==> config.mk <==
export PLATFORM = sky130hd
export DESIGN_NAME = scr1_tapc_dmi_chain_ctrl
export DESIGN_NICKNAME = d
export VERILOG_FILES = /design/src/rtl/scr1_tapc_dmi_chain_ctrl.sv
export SDC_FILE = /design/constraint.sdc
export NUM_CORES = 1
export LEC_CHECK = 0
export ABC_CLOCK_PERIOD_IN_PS = 1950
export CORE_ASPECT_RATIO = 2
export CORE_MARGIN = 2
export CORE_UTILIZATION = 50
export CTS_BUF_LIST = sky130_fd_sc_hd__clkbuf_8 sky130_fd_sc_hd__clkbuf_16
export DETAILED_ROUTE_END_ITERATION = 10
export PLACE_DENSITY_LB_ADDON = 0.2
export RECOVER_POWER = 25
export SYNTH_ARGS = -nofsm -noshare
export SYNTH_HDL_FRONTEND = slang
export SYNTH_SLANG_ARGS = --single-unit
==> constraint.sdc <==
create_clock -name clk -period 1.95 [get_ports clk]
set_clock_uncertainty 0.2 [all_clocks]
set_input_delay 0.2925 -clock clk [delete_from_list [all_inputs] [get_ports clk]]
set_output_delay 0.2925 -clock clk [all_outputs]
set_load 0.02 [all_outputs]
==> src/rtl/scr1_tapc_dmi_chain_ctrl.sv <==
// DMI/DTMCS scan-chain controller in the SysCLK domain. Update to request is 1 cycle. A request is held until dmi_resp_i arrives.
// If SCR1_TAPC_DMI_TIMEOUT_EN is defined, a request with no response for TIMEOUT_CYC cycles is abandoned.
module scr1_tapc_dmi_chain_ctrl #(
   parameter int DMI_ADDR_W  = 7,
   parameter int DMI_DATA_W  = 32,
   parameter int CH_ID_W     = 2,
   parameter int CH_ID_DMI   = 1,
   parameter int CH_ID_DTMCS = 0,
   parameter int TIMEOUT_CYC = 1023
) (
   input  logic                  clk,
   input  logic                  rst_n,
   input  logic                  ch_sel_i,
   input  logic [CH_ID_W-1:0]    ch_id_i,
   input  logic                  capture_i,
   input  logic                  shift_i,
   input  logic                  update_i,
   input  logic                  tdi_i,
   output logic                  tdo_o,
   output logic                  dmi_req_o,
   output logic                  dmi_wr_o,
   output logic [DMI_ADDR_W-1:0] dmi_addr_o,
   output logic [DMI_DATA_W-1:0] dmi_wdata_o,
   input  logic                  dmi_resp_i,
   input  logic [DMI_DATA_W-1:0] dmi_rdata_i,
   output logic                  busy_o
);

   localparam int ACC_W = DMI_ADDR_W + DMI_DATA_W + 2;
   localparam logic [5:0] ABITS = 6'(DMI_ADDR_W);

   typedef enum logic {ST_IDLE, ST_REQ} state_t;
   state_t state, state_nxt;

   logic [ACC_W-1:0]      acc_sr;
   logic [31:0]           dtm_sr;
   logic [DMI_ADDR_W-1:0] last_addr;
   logic [DMI_DATA_W-1:0] last_rdata;
   logic [DMI_DATA_W-1:0] wdata;
   logic                  wr;
   logic [1:0]            dmistat, dmistat_nxt;
   logic                  sel_dmi, sel_dtm;
   logic                  cap, shf, upd;
   logic                  req_start, resp_take;
   logic                  to_expired;
   logic [1:0]            upd_op;
   logic [DMI_ADDR_W-1:0] upd_addr;
   logic [DMI_DATA_W-1:0] upd_data;

   assign sel_dmi  = ch_sel_i & (ch_id_i == CH_ID_W'(CH_ID_DMI));
   assign sel_dtm  = ch_sel_i & (ch_id_i == CH_ID_W'(CH_ID_DTMCS)) & ~sel_dmi;
   // Capture has priority over any other strobe that coincides with it.
   assign cap      = capture_i;
   assign shf      = shift_i & ~capture_i;
   assign upd      = update_i & ~capture_i & ~shift_i;
   assign upd_op   = acc_sr[1:0];
   assign upd_data = acc_sr[DMI_DATA_W+1:2];
   assign upd_addr = acc_sr[ACC_W-1:DMI_DATA_W+2];

`ifdef SCR1_TAPC_DMI_TIMEOUT_EN
   localparam int TO_W = (TIMEOUT_CYC > 1) ? $clog2(TIMEOUT_CYC + 1) : 1;
   logic [TO_W-1:0] to_cnt;
   assign to_expired = (to_cnt == TO_W'(TIMEOUT_CYC - 1));

   always_ff @(posedge clk or negedge rst_n) begin
      if (!rst_n)               to_cnt <= '0;
      else if (state != ST_REQ) to_cnt <= '0;
      else                      to_cnt <= to_cnt + TO_W'(1);
   end
`else
   assign to_expired = 1'b0;
`endif

   always_ff @(posedge clk or negedge rst_n) begin
      if (!rst_n) state <= ST_IDLE;
      else        state <= state_nxt;
   end

   always_comb begin
      state_nxt   = state;
      dmistat_nxt = dmistat;
      req_start   = 1'b0;
      resp_take   = 1'b0;
      case (state)
         ST_IDLE: begin
            if (upd && sel_dmi && (dmistat == 2'd0) && ((upd_op == 2'd1) || (upd_op == 2'd2))) begin
               state_nxt = ST_REQ;
               req_start = 1'b1;
            end
         end
         ST_REQ: begin
            if (dmi_resp_i) begin
               state_nxt = ST_IDLE;
               resp_take = 1'b1;
            end else if (to_expired) begin
               state_nxt   = ST_IDLE;
               dmistat_nxt = 2'd2;
            end
            if (upd && sel_dmi) dmistat_nxt = 2'd3;
         end
         default: state_nxt = ST_IDLE;
      endcase
      if (upd && sel_dtm && (dtm_sr[16] || dtm_sr[17])) dmistat_nxt = 2'd0;
      // Hard reset abandons the transaction; a response arriving now or later is dropped.
      if (upd && sel_dtm && dtm_sr[17]) begin
         state_nxt = ST_IDLE;
         resp_take = 1'b0;
      end
   end

   always_ff @(posedge clk or negedge rst_n) begin
      if (!rst_n) begin
         acc_sr     <= '0;
         dtm_sr     <= '0;
         last_addr  <= '0;
         last_rdata <= '0;
         wdata      <= '0;
         wr         <= 1'b0;
         dmistat    <= 2'd0;
      end else begin
         dmistat <= dmistat_nxt;
         if (cap && sel_dmi)
            acc_sr <= {last_addr, last_rdata, (state == ST_REQ) ? 2'd3 : dmistat};
         else if (shf && sel_dmi)
            acc_sr <= {tdi_i, acc_sr[ACC_W-1:1]};
         if (cap && sel_dtm)
            dtm_sr <= {14'd0, 2'b00, 1'b0, 3'd0, dmistat, ABITS, 4'd1};
         else if (shf && sel_dtm)
            dtm_sr <= {tdi_i, dtm_sr[31:1]};
         if (req_start) begin
            last_addr <= upd_addr;
            wdata     <= upd_data;
            wr        <= upd_op[1];
         end
         if (resp_take && !wr) last_rdata <= dmi_rdata_i;
      end
   end

   assign tdo_o       = sel_dmi ? acc_sr[0] : (sel_dtm ? dtm_sr[0] : 1'b0);
   assign dmi_req_o   = (state == ST_REQ);
   assign busy_o      = (state == ST_REQ);
   assign dmi_wr_o    = wr;
   assign dmi_addr_o  = last_addr;
   assign dmi_wdata_o = wdata;

endmodule
==> impl_metrics.ini <==
[status]
status = complete, no violations

[floorplanning]
pin_count = 85
initial_utilization = 0.509
std_cell_rows = 57
die_w_um = 82.6
coreArea_sq_mm = 0.0121
design.die.area_sq_mm = 0.0133
die_h_um = 161

[timing]
period_share = 0.976
fin_setup_tns_ps = 0
period_needed_ps = 1900
rsz0062_at_grt = no
worst-slew-pin-transition_ps = 752
finalSetupViolations = 0
slew-limit-headroom = 0.499
hold_viol = 0
fmax_ghz = 0.525
drv_slew = 0

[route]
first_iter_violations = 266
vias = 4162
vias_per_cell = 5.93
drc = 0
antenna_left = 0
avgRoutedWirePerCell_um = 18.9
routed_wl_mm = 13.2
drt_pass1_iterations = 4

[logic_synthesis]
syn_area_per_cell_sq_um = 13.8
synth_edf_count = 0
synth_cells = 448
yosysTopAreaCell = dfrtp_1
syn-cell-area_sq_mm = 0.00617
synth.ff_latch_count = 147
async_reset_ff_frac = 1.00
yosysWarnings = 0
synth_top_area_frac = 0.596
synth_seq_area_share = 0.596
synth-main-ff-cell = dfrtp_1
synth.top_cells.by_area = dfrtp_1 (60%), mux2_4 (9.5%), mux2_2 (5.8%)
synth_fp_nets = 490
synth_cell_types = 38

[layout]
drive_gt1_frac = 0.256
fillers = 896
utilization = 0.662
layout_commonest_cell = dfrtp_1
finalNonFillerCells = 702
area_growth_pct = 30.2
final_nets = 584
n_antenna_cell = 0
layout_common_cells = dfrtp_1 (147), clkdlybuf4s50_1 (73), o21ai_0 (45)
fin_area_sq_mm = 0.00803

[global_routing]
gr-usage-met1 = 0.260
top_usage_layer = met2
grtUsageTotal = 0.216
met3_usage = 0.0480
grt_antenna_before_repair = 0
overflow = 0
grt_pass1_wl_mm = 21.9
grt_max_degree = 48
grt_pass1_vias = 4474
use_met2 = 0.363

[power]
powerDensity_mw_per_mm2 = 988
leakage_nw = 3.79
power_mw = 7.94
peakVddDrop_mv = 0.718

[critical_path]
crit_chain = clkdlybuf4s50_1
cp_num_buf_inv = 1
end_kind = output pin
required_ps = 1460
startpoint_type = register
cpMaxStageDelayCell = clkdlybuf4s50_1
arrival_ps = 1410
critical_path_class = register to output pin
crit_family = buffers and inverters
cp_slowest_stage_delay_ps = 630
crit_fanout = 3

[clock_network]
cts_sinks = 147
cts_tree = built
root_buffer = clkbuf_16
worstSkewPairLatency_ps = 410
post-cts-setup-buffers = 0
clk_pin_slew_worst_paths_ps = 60
clk_path_buf_depth = 2
numCtsBuffers = 17
htree_levels = 4

[place]
routabilityCongestion = 0.784
dpl.hpwl_mm = 8.91
post-place-cells = 669
numPortBuffers = 84
placed_area_sq_mm = 0.00742

[flow_run]
maxCapViolCount = 0

[min_path]
min_path_type = primary input to asynchronous set/reset pin
==> flip-flops by register name (all words and copies together) (netlist names) <==
signal / flops
acc_sr: 41
last_rdata: 32
busy_o: 1
dmi_wr_o: 1
dmi_wdata_o: 32
dmi_addr_o: 7
dtm_sr: 32
dmistat: 1
==> worst paths after layout <==
kind	startpoint	endpoint	slack [ps]	cells past startpoint
max in group asynchronous	rst_n	last_rdata[25]$_DFFE_PN0P_	330	3
worst max register to register	dmi_wr_o$_DFFE_PN0P_	last_rdata[29]$_DFFE_PN0P_	230	4
worst min register to register	dtm_sr[13]$_DFFE_PN0P_	dtm_sr[13]$_DFFE_PN0P_	300	1
min in group clk	dmi_rdata_i[20]	last_rdata[20]$_DFFE_PN0P_	290	2
worst min-delay path	rst_n	dmi_wdata_o[8]$_DFFE_PN0P_	150	2
worst max-delay path	dmi_addr_o[6]$_DFFE_PN0P_	dmi_addr_o[6]	50	1
==> per-stage QoR <==
step           setup WS (ps)  hold WS [ps]
2_1_floorplan            227          -203
3_3_place_gp            -249          34.3
3_5_place_dp            -274          38.1
4_1_cts                 2.04           163
5_1_grt                 2.81           175
6_report                46.6           146
==> routing by layer <==
| layer | part of all wire | wire [um] | vias up |
|---|---|---|---|
| li1 | - | - | 1902 |
| met1 | 0.40 | 5310 | 2136 |
| met2 | 0.54 | 7160 | 100 |
| met3 | 0.033 | 439 | 24 |
| met4 | 0.024 | 318 | 0 |
| met5 | 0 | 0 | - |
==> power by group <==
part           switching (mW)  total, mW  leakage (nW)  internal, mW
logic                   0.413      0.908          1.48         0.495
clock network            1.24       3.41         0.311          2.17
registers               0.224       3.62          2.00          3.39
total                    1.88       7.94          3.79          6.06
==> layout make-up <==
type                    instances  area (sq um)  share of cell area
flip-flops and latches        147          3680               0.458
multi-input cells             262          2280               0.284
repair buffers                113          1260               0.157
clock buffers                  18           439              0.0547
clock inverters                14           186              0.0232
well taps                     147           184              0.0229
inverters                       1          3.75            0.000467
==> cells in the mapped netlist (2+ instances only) <==
cell type  number
o31ai_1        39
o21ai_0        45
buf_6           8
nor2b_1         2
mux2_4         39
buf_2           5
a2bb2oi_1       2
o22ai_1        39
buf_4           3
nand3b_1        2
a22o_1         26
clkbuf_1       22
nand3_1         8
a221o_1         2
dfrtp_1       147
mux2_2         32
nand2b_1        2
a31oi_1         2
nor2_1          4
==> cells by family after synthesis <==
logic type,after synthesis,share of synthesized area
AOI/OAI and AO/OA,159,0.176
DFF,147,0.596
muxes,73,0.157
buffers and inverters,39,0.0363
and+or+nand+nor,29,0.0335
xor gates and xnor gates,1,0.00142
==> what timing repair did <==
item,CTS,global route
setup endpoints to repair,5,6
gates cloned,0,0
hold buffers,1,0
hold endpoints to repair,122,0
pin swaps,0,0
resized for setup,5,8
Power figures use the tool's default switching activity.
